==> config.mk <==
export PLATFORM = sky130hd
export DESIGN_NAME = demux_registrado_8bits_flat
export DESIGN_NICKNAME = d
export VERILOG_FILES = /design/src/rtl/demux_registrado_8bits_pkg.sv /design/src/rtl/demux_registrado_8bits_if.sv /design/src/rtl/canal_demux_reg.sv /design/src/rtl/demux_registrado_8bits.sv /design/src/flat_wrapper.sv
export SDC_FILE = /design/constraint.sdc
export NUM_CORES = 1
export LEC_CHECK = 0
export ABC_AREA = 1
export BUFFER_PORTS_ARGS = -buffer_cell sky130_fd_sc_hd__buf_2
export CAP_MARGIN = 5
export CORE_ASPECT_RATIO = 1.25
export CORE_MARGIN = 1
export CORE_UTILIZATION = 46
export CTS_CLUSTER_SIZE = 24
export DETAILED_ROUTE_END_ITERATION = 8
export MAX_ROUTING_LAYER = met4
export PLACE_DENSITY_LB_ADDON = 0.25
export SYNTH_ARGS = -nofsm -noshare
export SYNTH_HDL_FRONTEND = slang
export SYNTH_HIERARCHICAL = 1
export SYNTH_SLANG_ARGS = --single-unit
==> constraint.sdc <==
create_clock -name clk -period 2.4 [get_ports clk]
set_clock_uncertainty 0.15 [all_clocks]
set_input_delay 0.48 -clock clk [delete_from_list [all_inputs] [get_ports clk]]
set_output_delay 0.48 -clock clk [all_outputs]
set_load 0.01 [all_outputs]
==> src/rtl/demux_registrado_8bits_pkg.sv <==
// Shared constants and types for the 1-to-8 registered byte demultiplexer.
// Imported by the interface, the channel register and the top level.
package demux_registrado_8bits_pkg;

    localparam int NUM_CANAIS = 8;
    localparam int SEL_W = 3;
    localparam logic [7:0] DROP_MAX = 8'hFF;

    typedef enum logic {
        VAZIO = 1'b0,
        CHEIO = 1'b1
    } estado_canal_t;

    function automatic logic [NUM_CANAIS-1:0] decodifica_sel(
        input logic [SEL_W-1:0] sel
    );
        logic [NUM_CANAIS-1:0] m;
        m = '0;
        m[sel] = 1'b1;
        return m;
    endfunction

endpackage

==> src/rtl/demux_registrado_8bits_if.sv <==
// Producer-side request port plus the eight consumer channels.
// master drives requests and consumer readiness; slave is the demux.
interface demux_registrado_8bits_if
    import demux_registrado_8bits_pkg::*;
#(
    parameter int WIDTH = 8
);

    logic [WIDTH-1:0]      E;
    logic [SEL_W-1:0]      Sel;
    logic                  Bcast;
    logic                  in_valid;
    logic                  in_ready;
    logic [WIDTH-1:0]      D0;
    logic [WIDTH-1:0]      D1;
    logic [WIDTH-1:0]      D2;
    logic [WIDTH-1:0]      D3;
    logic [WIDTH-1:0]      D4;
    logic [WIDTH-1:0]      D5;
    logic [WIDTH-1:0]      D6;
    logic [WIDTH-1:0]      D7;
    logic [NUM_CANAIS-1:0] out_valid;
    logic [NUM_CANAIS-1:0] out_ready;
    logic [7:0]            drop_cnt;

    modport master (
        output E, Sel, Bcast, in_valid, out_ready,
        input  in_ready, D0, D1, D2, D3, D4, D5, D6, D7,
        input  out_valid, drop_cnt
    );

    modport slave (
        input  E, Sel, Bcast, in_valid, out_ready,
        output in_ready, D0, D1, D2, D3, D4, D5, D6, D7,
        output out_valid, drop_cnt
    );

endinterface

==> src/rtl/canal_demux_reg.sv <==
// One output channel: a data register with a one-entry valid state.
// A load wins over a drain, so a byte taken this cycle is replaced in place.
module canal_demux_reg
    import demux_registrado_8bits_pkg::*;
#(
    parameter int WIDTH = 8
) (
    input  logic             clk,
    input  logic             rst_n,
    input  logic             load,
    input  logic             pronto,
    input  logic [WIDTH-1:0] e,
    output logic [WIDTH-1:0] d,
    output logic             valido,
    output logic             livre
);

    estado_canal_t estado;

    always_ff @(posedge clk or negedge rst_n) begin
        if (!rst_n) begin
            estado <= VAZIO;
            d      <= '0;
        end else if (load) begin
            estado <= CHEIO;
            d      <= e;
        end else if (estado == CHEIO && pronto) begin
            estado <= VAZIO;
        end
    end

    assign valido = (estado == CHEIO);
    // Free also while the consumer drains this cycle (pass-through).
    assign livre  = (estado == VAZIO) || pronto;

endmodule

==> src/rtl/demux_registrado_8bits.sv <==
// 1-to-8 registered byte demultiplexer with broadcast and stall counter.
// in_ready is the only combinational output; it never looks at in_valid.
module demux_registrado_8bits
    import demux_registrado_8bits_pkg::*;
#(
    parameter int WIDTH = 8
) (
    input logic clk,
    input logic rst_n,
    demux_registrado_8bits_if.slave bus
);

    logic [NUM_CANAIS-1:0] livre;
    logic [NUM_CANAIS-1:0] valido;
    logic [NUM_CANAIS-1:0] alvo;
    logic [NUM_CANAIS-1:0] load;
    logic [WIDTH-1:0]      d [NUM_CANAIS];
    logic                  pronto_in;
    logic                  aceita;
    logic                  stall;
    logic [7:0]            drop_cnt;

    always_comb begin
        alvo      = '0;
        pronto_in = 1'b0;
        unique case (1'b1)
            bus.Bcast: begin
                alvo      = '1;
                pronto_in = &livre;
            end
            default: begin
                alvo      = decodifica_sel(bus.Sel);
                pronto_in = livre[bus.Sel];
            end
        endcase
    end

    assign aceita = bus.in_valid & pronto_in;
    assign stall  = bus.in_valid & ~pronto_in;
    assign load   = alvo & {NUM_CANAIS{aceita}};

    for (genvar k = 0; k < NUM_CANAIS; k++) begin : g_canal
        canal_demux_reg #(
            .WIDTH (WIDTH)
        ) u_canal (
            .clk    (clk),
            .rst_n  (rst_n),
            .load   (load[k]),
            .pronto (bus.out_ready[k]),
            .e      (bus.E),
            .d      (d[k]),
            .valido (valido[k]),
            .livre  (livre[k])
        );
    end

    // Saturates so a long stall can never look like a short one.
    always_ff @(posedge clk or negedge rst_n) begin
        if (!rst_n) begin
            drop_cnt <= '0;
        end else if (stall && drop_cnt != DROP_MAX) begin
            drop_cnt <= drop_cnt + 8'd1;
        end
    end

    assign bus.in_ready  = pronto_in;
    assign bus.out_valid = valido;
    assign bus.drop_cnt  = drop_cnt;
    assign bus.D0 = d[0];
    assign bus.D1 = d[1];
    assign bus.D2 = d[2];
    assign bus.D3 = d[3];
    assign bus.D4 = d[4];
    assign bus.D5 = d[5];
    assign bus.D6 = d[6];
    assign bus.D7 = d[7];

endmodule

==> src/flat_wrapper.sv <==
// flat-port wrapper written by rule: the top's interface ports become plain ports
module demux_registrado_8bits_flat import demux_registrado_8bits_pkg::*;
#(
    parameter int WIDTH = 8
)
  (clk, rst_n, bus_E, bus_Sel, bus_Bcast, bus_in_valid, bus_out_ready, bus_in_ready, bus_D0, bus_D1, bus_D2, bus_D3, bus_D4, bus_D5, bus_D6, bus_D7, bus_out_valid, bus_drop_cnt);
  demux_registrado_8bits_if #(.WIDTH(WIDTH)) bus_i ();
  input logic clk;
  input logic rst_n;
  input wire logic [$bits(bus_i.E)-1:0] bus_E;
  input wire logic [$bits(bus_i.Sel)-1:0] bus_Sel;
  input wire logic [$bits(bus_i.Bcast)-1:0] bus_Bcast;
  input wire logic [$bits(bus_i.in_valid)-1:0] bus_in_valid;
  input wire logic [$bits(bus_i.out_ready)-1:0] bus_out_ready;
  output wire logic [$bits(bus_i.in_ready)-1:0] bus_in_ready;
  output wire logic [$bits(bus_i.D0)-1:0] bus_D0;
  output wire logic [$bits(bus_i.D1)-1:0] bus_D1;
  output wire logic [$bits(bus_i.D2)-1:0] bus_D2;
  output wire logic [$bits(bus_i.D3)-1:0] bus_D3;
  output wire logic [$bits(bus_i.D4)-1:0] bus_D4;
  output wire logic [$bits(bus_i.D5)-1:0] bus_D5;
  output wire logic [$bits(bus_i.D6)-1:0] bus_D6;
  output wire logic [$bits(bus_i.D7)-1:0] bus_D7;
  output wire logic [$bits(bus_i.out_valid)-1:0] bus_out_valid;
  output wire logic [$bits(bus_i.drop_cnt)-1:0] bus_drop_cnt;
  assign bus_i.E = bus_E;
  assign bus_i.Sel = bus_Sel;
  assign bus_i.Bcast = bus_Bcast;
  assign bus_i.in_valid = bus_in_valid;
  assign bus_i.out_ready = bus_out_ready;
  assign bus_in_ready = bus_i.in_ready;
  assign bus_D0 = bus_i.D0;
  assign bus_D1 = bus_i.D1;
  assign bus_D2 = bus_i.D2;
  assign bus_D3 = bus_i.D3;
  assign bus_D4 = bus_i.D4;
  assign bus_D5 = bus_i.D5;
  assign bus_D6 = bus_i.D6;
  assign bus_D7 = bus_i.D7;
  assign bus_out_valid = bus_i.out_valid;
  assign bus_drop_cnt = bus_i.drop_cnt;
  demux_registrado_8bits #(.WIDTH(WIDTH)) u_core (.clk(clk), .rst_n(rst_n), .bus(bus_i));
endmodule
* Word level (Yosys, flattened, before mapping)
Index checks and enable logic that the tools add are counted.
** Cells by class
- Add/subtract/negate cells :: 1
- Shift-type cells :: 0
- Divide/modulo/power cells :: 0
- Order comparisons :: 2
- Mux-type cells :: 22
- $mul :: 0
- Bitwise operators :: 12
- Equal/unequal tests :: 1
- Reductions and logical operators :: 27
** Operators by type and width (count)
- $mux 1 :: 19
- $reduce_bool 2->1 :: 8
- $logic_and 1x1->1 :: 10
- $not 1->1 :: 9
- $add 8x1->8 const B :: 1
- $and 8x8->8 :: 1
- $logic_or 1x1->1 :: 8
- $mux 8 :: 1
- $ne 8x8->1 const B :: 1
- $reduce_and 8->1 :: 1
- $lt 3x4->1 const B :: 1
- $bmux 1 s3 :: 1
- $demux 1 s3 :: 1
- $ge 3x1->1 const B :: 1
- $and 1x1->1 :: 2
** Storage, ports and cells
- Bits of input ports :: 23
- Bits in registers :: 80
- Output and inout port bits :: 81
- Bits in writable memories :: 0
- Latch bits :: 0
- Memories kept :: 0
- ROM bits :: 0

* Depth between registers and ports, before layout
Gate-level depths: netlist of the first run.
- Depth in word-level cells :: 8
- Mapped depth :: 14

* Modules after synthesis
Netlist of the first run, hierarchy kept.
** By module, submodules not included
- canal_demux_reg :: area an instance 341.6 um^2, sequential area each 225.2 um^2, cells each 38, instances 8
- demux_registrado_8bits :: area an instance 764.5 um^2, sequential area each 200.2 um^2, cells each 115, instances 1

* Worst setup path after synthesis of the first run
OpenSTA, ideal clock, no wires.
- Path type :: in2reg
- From :: input bus_out_ready[5]
- To :: register u_core.g_canal[1].u_canal.estado
- Arrival time :: 1.654 ns
- Slack :: 0.476 ns
- Cell stages on the path :: 13
- Setup time :: 0.120 ns
- Required time :: 2.130 ns
- Cell sequence :: inv_1 -> nand2_1 -> nand2_1 -> nand2_2 -> nand2_2 -> nand2_2 -> o21ai_4 -> nand2_4 -> nand2_4 -> nor2_2 -> buf_6 -> inv_2 -> nand2_1
** On the way
- Cells in the longest elaborated chain, start to end :: 7
- Elaborated cells on any way between the ends :: 9
** RTL lines
- start, declared :: RTL line flat_wrapper.sv:14 : input wire logic [$bits(bus_i.out_ready)-1:0] bus_out_ready;
- $logic_or 1x1->1 * :: RTL line canal_demux_reg.sv:34 : assign livre = (estado == VAZIO) || pronto;
- net u_core.livre[5] :: RTL line demux_registrado_8bits.sv:13 : logic [NUM_CANAIS-1:0] livre;
- $bmux 1 s3 :: RTL line demux_registrado_8bits.sv:33 : pronto_in = livre[bus.Sel];
- $mux 1 (not written as such) :: RTL line demux_registrado_8bits.sv:33
- $mux 1 * :: RTL line demux_registrado_8bits.sv:26 : unique case (1'b1)
- net bus_in_ready :: RTL line flat_wrapper.sv:15 : output wire logic [$bits(bus_i.in_ready)-1:0] bus_in_ready;
- $and 1x1->1 * :: RTL line demux_registrado_8bits.sv:38 : assign aceita = bus.in_valid & pronto_in;
- $and 8x8->8 * :: RTL line demux_registrado_8bits.sv:40 : assign load = alvo & {NUM_CANAIS{aceita}};
- net u_core.load[1] :: RTL line demux_registrado_8bits.sv:16 : logic [NUM_CANAIS-1:0] load;
- $mux 1 / $reduce_bool 2->1 (equally long branches)
- end signal, assigned :: RTL line canal_demux_reg.sv:22 : estado <= VAZIO;
- end signal, assigned :: RTL line canal_demux_reg.sv:25 : estado <= CHEIO;
- end signal, assigned :: RTL line canal_demux_reg.sv:28 : estado <= VAZIO;
- end, declared :: RTL line canal_demux_reg.sv:18 : estado_canal_t estado;
Mark *: on every way through the listed nets, which the timed path passes. The rest lies on a longest branch. The select of a mux whose other input is x is not followed.
A chain may end at the register's enable or synchronous reset.

* Worst setup path in the final report of the first run
- From :: register u_core.g_canal[2].u_canal.estado
- To :: output bus_in_ready
** On the way
- Cells in the longest elaborated chain, start to end :: 5
- Elaborated cells on any way between the ends :: 6
** RTL lines (RTL line)
- start, declared :: canal_demux_reg.sv:18
- start signal, assigned :: canal_demux_reg.sv:22
- start signal, assigned :: canal_demux_reg.sv:25
- start signal, assigned :: canal_demux_reg.sv:28
- $not 1->1 * :: canal_demux_reg.sv:34
- $logic_or 1x1->1 * :: canal_demux_reg.sv:34
- net u_core.livre[2] :: demux_registrado_8bits.sv:13
- $bmux 1 s3 :: demux_registrado_8bits.sv:33
- $mux 1 (not written as such) :: demux_registrado_8bits.sv:33
- $mux 1 * :: demux_registrado_8bits.sv:26
- end, declared :: flat_wrapper.sv:15
Marked as above.

==> results of run 1 <==
per-layer routing:
layer  routed length [um]  up-vias
li1                     -     1487
met1                 3901     1400
met2                 4310      100
met3                  467       11
met4                  113        0
met5                    0        -
through the flow:
stage / utilization (%) / cell area [um2]
floorplan: - / 3497
global placement: 55.43 / 4078
detailed placement: 55.43 / 4078
CTS: 58.23 / 4284
global route: 58.23 / 4284
finish: 58.23 / 4284
area by class of cell:
type                            count  area [um2]  share of cell area [%]
Timing Repair Buffer              107       560.5                   13.08
Clock buffer                       11       151.4                   3.534
Tap cell                           92       115.1                   2.687
Clock inverter                      5       55.05                   1.285
Multi-Input combinational cell    294        1265                   29.53
Sequential cell                    80        2002                   46.73
Inverter                           36       135.1                   3.154
power by group through the flow:
stage,registers [mW],logic (mW),clock network [mW]
after global placement,2.00,1.22,0
after CTS,1.98,1.25,1.03
after global routing,2.03,1.39,1.08
after detailed placement,2.00,1.25,0
final,1.98,1.23,1.00
after floorplan,2.16,0.485,0
state kept, by name, indices dropped and copies added (netlist names):
signal,flops
u_core/g_canal.u_canal/valido,8
u_core/bus.drop_cnt,8
u_core/g_canal.u_canal/d,64
cells by family after synthesis:
kind of cell / share of synthesized area (%)
XOR/XNOR: 1.503
AND/OR/NAND/NOR: 32.70
flip-flops: 57.25
AO/OA/AOI/OAI: 1.610
adder cells (fa/ha/maj): 0.3577
buffers and inverters: 6.583
cells in the final DEF (no fill, tap or decap):
cell type,count
nand2_1,238
buf_2,102
dfrtp_1,80
inv_1,27
clkbuf_8,11
nand4_1,10
inv_2,9
nor2_2,8
nor2_1,7
nand3_1,6
o21ai_0,5
buf_4,4
nand2_2,4
a21oi_1,3
xor2_1,3
xnor2_1,3
clkinv_2,2
clkinvlp_4,2
nand2_4,2
bufinv_16,1
nand3_2,1
o21ai_4,1
and2_1,1
nand3_4,1
ha_1,1
buf_12,1
worst paths after layout:
check / from / end / slack [ns] / depth (start not counted)
max reg2reg: u_core/g_canal[2].u_canal/valido$_DFFE_PN0P_ / u_core/g_canal[5].u_canal/d[3]$_DFFE_PN0P_ / 0.39 / 12
max: u_core/g_canal[2].u_canal/valido$_DFFE_PN0P_ / bus_in_ready / 0.28 / 8
min in group clk: bus_out_ready[7] / u_core/g_canal[7].u_canal/valido$_DFFE_PN0P_ / 0.29 / 4
min: rst_n / u_core/g_canal[1].u_canal/d[3]$_DFFE_PN0P_ / -0.009 / 2
min reg2reg: u_core/g_canal[0].u_canal/d[6]$_DFFE_PN0P_ / u_core/g_canal[0].u_canal/d[6]$_DFFE_PN0P_ / 0.32 / 2
max in group asynchronous: rst_n / u_core/g_canal[2].u_canal/d[2]$_DFFE_PN0P_ / 1.76 / 2
==> results.py, run 1 <==
metrics = {
    "critical_path": {
        "critPathKind": "reg2out",
        "worst-path-buf-inv": 2,
        "arrival_ns": 1.49,
        "worstPathCellList": "nand2_1, inv_1, nand2_1, nand3_1, nand2_1, o21ai_4, nand2_4, buf_2",
        "cp.required_ns": 1.77,
        "cp_top_family": "simple AND/OR/NAND/NOR gates",
        "max_stage_delay_ns": 0.36,
        "cp-end-kind": "output pin",
        "cp_common_cell": "nand2_1",
        "critPathMaxFanout": 3,
        "critPathSlowestCell": "dfrtp_1",
        "cp-start-kind": "flop",
    },
    "floorplanning": {
        "start_util_pct": 47.53,
        "core-area_um2": 7357,
        "die_area_um2": 7957,
        "core.rowCount": 35,
        "die_x_um": 79.99,
        "io_pins": 104,
        "die-height_um": 99.49,
    },
    "route": {
        "dr_total_vias": 2998,
        "drcViolationCount": 0,
        "first_pass_iters": 4,
        "wl_mm": 8.793,
        "drtAntennaViolNets": 0,
        "wl_per_cell_um": 14.07,
        "vias_per_cell": 4.797,
        "drt_iter0_markers": 170,
    },
    "timing": {
        "fin_setup_tns_ns": 0,
        "worst_slack_ns": 0.2762,
        "finalSetupViolCount": 0,
        "worst_pin_slew_ns": 0.4349,
        "fmax_mhz": 470.8,
        "fin_crit_sh_pct": 88.49,
        "final_max_slew_viol_count": 0,
        "rsz0062_at_grt": "no",
        "slew_headroom_pct": 71.01,
        "hold_ws_ns": -0.009395,
        "period_needed_ns": 2.124,
        "hold_viol": 7,
    },
    "placement": {
        "place_congestion": 0.8437,
        "dp_cells": 609,
        "dp_hpwl_mm": 6.200,
        "io_buffers": 103,
        "dp_slack_ns": 0.1965,
    },
    "synthesis": {
        "ys_types": 21,
        "synth.top_cells.by_count": "238 x nand2_1, 80 x dfrtp_1, 27 x inv_1",
        "synth_area_leaders": "dfrtp_1 57%, nand2_1 26%, inv_1 2.9%",
        "synthFlopType": "dfrtp_1",
        "ys_seq_area_share_pct": 57.25,
        "synthesis.instances": 419,
        "synth-seq-cells": 80,
        "syn-cell-area_um2": 3497,
        "yosys.area.top_type": "dfrtp_1",
        "ys_warn_count": 6,
        "avgSynthCellArea_um2": 8.346,
        "synth_most_common_cell": "nand2_1",
        "syn_nets": 443,
        "yosysTopAreaCellShare_pct": 57.25,
        "synthArstFlopShare_pct": 100.0,
        "synth_edf_count": 0,
    },
    "clock_network": {
        "ctsHoldBuffers": 0,
        "htree_levels": 3,
        "cts_sinks": 80,
        "insertion_delay_ns": 0.34,
        "cts_resized": 0,
        "clockBufferDepth": 2,
        "cts_setup_buffers": 0,
        "cts.clk_slew.worst_paths_ns": 0.08,
        "cts_tree": "yes",
        "clockRootBuffer": "clkbuf_8",
        "cts_made_buffers": 9,
    },
    "power": {
        "swShare_pct": 34.54,
        "combPwrFrac_pct": 29.2,
        "seqPwrFrac_pct": 47.0,
        "p_sw_mw": 1.455,
        "clkPwrFrac_pct": 23.8,
        "intPower_mw": 2.758,
        "p_leak_nw": 2.594,
        "ir_drop_uv": 458.0,
        "fin_total_pwr_mw": 4.213,
        "power_density_nw_per_um2": 983.4,
    },
    "global_route": {
        "grt_pass1_vias": 2870,
        "overflow": 0,
        "met2_usage_pct": 36.95,
        "grtUsageMet3_pct": 4.220,
        "grt_usage_pct": 24.28,
        "met1_usage_pct": 32.57,
        "grt_max_degree": 81,
        "antenna_found_initial": 0,
        "grt.busiest_layer": "met2",
        "grt_pass1_wl_mm": 14.09,
    },
    "run": {
        "maxCapViolations": 0,
    },
    "layout": {
        "nNetsFinal": 552,
        "nFillCells": 696,
        "layout.cells.non_filler": 625,
        "area_delta_synth_final_pct": 22.50,
        "diodes": 0,
        "drive_above_1_share_pct": 27.95,
    },
    "outcome": {
        "status": "complete, but fails checks",
        "violations": "hold timing",
    },
    "min_path": {
        "hold_path_class": "in2async",
    },
}
Note: power is estimated with default switching activity, not from simulation.
==> inputs of run 2 (changes only) <==
CTS_CLUSTER_SIZE = default   (was 24)
clock period = 1.8 ns   (was 2.4 ns; I/O delays follow)
==> results.py, run 2 (synthesis results as in run 1) <==
metrics = {
    "clock_network": {
        "insertion_delay_ns": 0.35,
        "cts_sinks": 80,
        "cts_made_buffers": 9,
        "cts_tree": "yes",
        "cts.clk_slew.worst_paths_ns": 0.08,
        "htree_levels": 3,
        "clockBufferDepth": 2,
        "clockRootBuffer": "clkbuf_8",
    },
    "critical_path": {
        "cp.required_ns": 1.29,
        "cp_top_family": "flip-flops",
        "worstPathCellList": "nand2_2, inv_2, nand2_2, nand3_2, nand2_2, o21ai_4, nand2_4, buf_6",
        "cp-start-kind": "flop",
        "worst-path-buf-inv": 2,
        "arrival_ns": 1.43,
        "cp-end-kind": "output pin",
        "max_stage_delay_ns": 0.36,
        "critPathMaxFanout": 3,
        "critPathSlowestCell": "dfrtp_1",
        "cp_common_cell": "nand2_2",
        "critPathKind": "reg2out",
    },
    "route": {
        "wl_per_cell_um": 14.18,
        "dr_total_vias": 3212,
        "drt_iter0_markers": 223,
        "vias_per_cell": 4.881,
        "first_pass_iters": 4,
        "drtAntennaViolNets": 0,
        "drcViolationCount": 0,
        "wl_mm": 9.331,
    },
    "power": {
        "power_density_nw_per_um2": 1219,
        "ir_drop_uv": 666.0,
        "p_leak_nw": 2.815,
    },
    "floorplanning": {
        "core-area_um2": 7357,
        "core.rowCount": 35,
        "die-height_um": 99.49,
        "io_pins": 104,
        "die_area_um2": 7957,
        "die_x_um": 79.99,
        "start_util_pct": 47.53,
    },
    "placement": {
        "dp_slack_ns": -0.2545,
        "io_buffers": 103,
        "dp_hpwl_mm": 6.288,
        "place_congestion": 0.8476,
    },
    "layout": {
        "diodes": 0,
        "area_delta_synth_final_pct": 38.14,
        "largest_reg_flops": 64,
        "nNetsFinal": 585,
        "final_common_cell": "nand2_1",
        "regMostFlops": "u_core/g_canal.u_canal/d",
        "layout_common_cells": "186 x nand2_1, 101 x buf_2, 80 x dfrtp_1",
        "final_util_pct": 65.66,
        "drive_above_1_share_pct": 42.40,
        "nFillCells": 627,
    },
    "timing": {
        "fin_crit_sh_pct": 107.7,
        "worst_slack_ns": -0.1394,
        "slew_headroom_pct": 72.07,
        "fmax_mhz": 515.6,
        "worst_pin_slew_ns": 0.4190,
        "finalSetupViolCount": 55,
        "hold_viol": 0,
        "period_needed_ns": 1.939,
        "rsz0062_at_grt": "yes",
        "final_max_slew_viol_count": 0,
    },
    "global_route": {
        "grt_pass1_wl_mm": 14.44,
        "grt_max_degree": 81,
        "grt_pass1_vias": 2985,
        "grt_usage_pct": 25.21,
        "antenna_found_initial": 0,
        "overflow": 0,
    },
    "run": {
        "maxCapViolations": 0,
    },
    "outcome": {
        "violations": "setup timing",
        "status": "complete, but fails checks",
    },
    "min_path": {
        "hold_path_class": "in2reg",
    },
}
[run 2: cell types whose count changed in the layout (fill, tap and decap cells not counted), sizes merged]
cell,delta
buf,+32
dlygate4sd3,+1
[run 2: worst reg2reg max path: stages, from the launching register on]
cell,delay [ns]
dfrtp_1,0.41
nand2_2,0.11
nand4_1,0.12
nor2_1,0.14
nand2_2,0.09
nand2_4,0.09
buf_12,0.10
nand2_8,0.10
nor2_4,0.24
inv_4,0.09
nand2_1,0.08
nand2_1,0.05
[run 2: power breakdown]
group	switching [mW]	internal, mW	total (mW)
Combinational	1.08	0.823	1.91
Sequential	0.325	2.31	2.64
Clock	0.634	0.711	1.35
[run 2: per-layer routing]
metal | track usage (%) | wire [um]
met3 | 3.670 | 512
met5 | - | 0
met1 | 32.04 | 3854
met2 | 39.64 | 4740
met4 | 11.81 | 223
[run 2: path summary, 6_finish.rpt]
check | from | to | slack [ns] | depth (start not counted)
setup / recovery | u_core/g_canal[0].u_canal/valido$_DFFE_PN0P_ | bus_in_ready | -0.14 | 8
hold / removal | bus_out_ready[2] | u_core/g_canal[2].u_canal/valido$_DFFE_PN0P_ | 0.15 | 4
setup reg to reg | u_core/g_canal[7].u_canal/valido$_DFFE_PN0P_ | u_core/g_canal[2].u_canal/d[5]$_DFFE_PN0P_ | -0.08 | 11
hold reg to reg | u_core/g_canal[6].u_canal/d[6]$_DFFE_PN0P_ | u_core/g_canal[6].u_canal/d[6]$_DFFE_PN0P_ | 0.32 | 2
max in group asynchronous | rst_n | u_core/g_canal[4].u_canal/d[6]$_DFFE_PN0P_ | 0.75 | 3
min in group asynchronous | rst_n | u_core/g_canal[1].u_canal/valido$_DFFE_PN0P_ | 0.43 | 3
[run 2: stage by stage]
step                TNS, ns  cell area [um2]  hold WS, ns  power [mW]  instances
floorplan                 0             3508     -0.08559       3.540        419
global placement     -4.300             4252       0.2686       4.340        629
detailed placement   -5.726             4252       0.2672       4.393        629
CTS                 -0.1832             4544       0.1213       5.796        650
global route         -7.976             4831       0.1574       6.268        658
finish               -2.167             4831       0.1472       5.888        658
[run 2: final cells by class]
type                            instances  area (um2)  share of cell area, %
Sequential cell                        80        2002                  41.44
Multi-Input combinational cell        294        1465                  30.33
Timing Repair Buffer                  140       887.1                  18.36
Inverter                               36       155.1                  3.212
Clock buffer                           11       151.4                  3.134
Tap cell                               92       115.1                  2.383
Clock inverter                          5       55.05                  1.140
[run 2: what timing repair did]
action | 4_1_cts | 5_1_grt
endpoints found under the hold margin | 80 | 0
gates resized for setup | 14 | 75
endpoints found under the setup margin | 20 | 76
pin swaps | 8 | 53
setup buffers | 4 | 8
hold buffers | 1 | 0
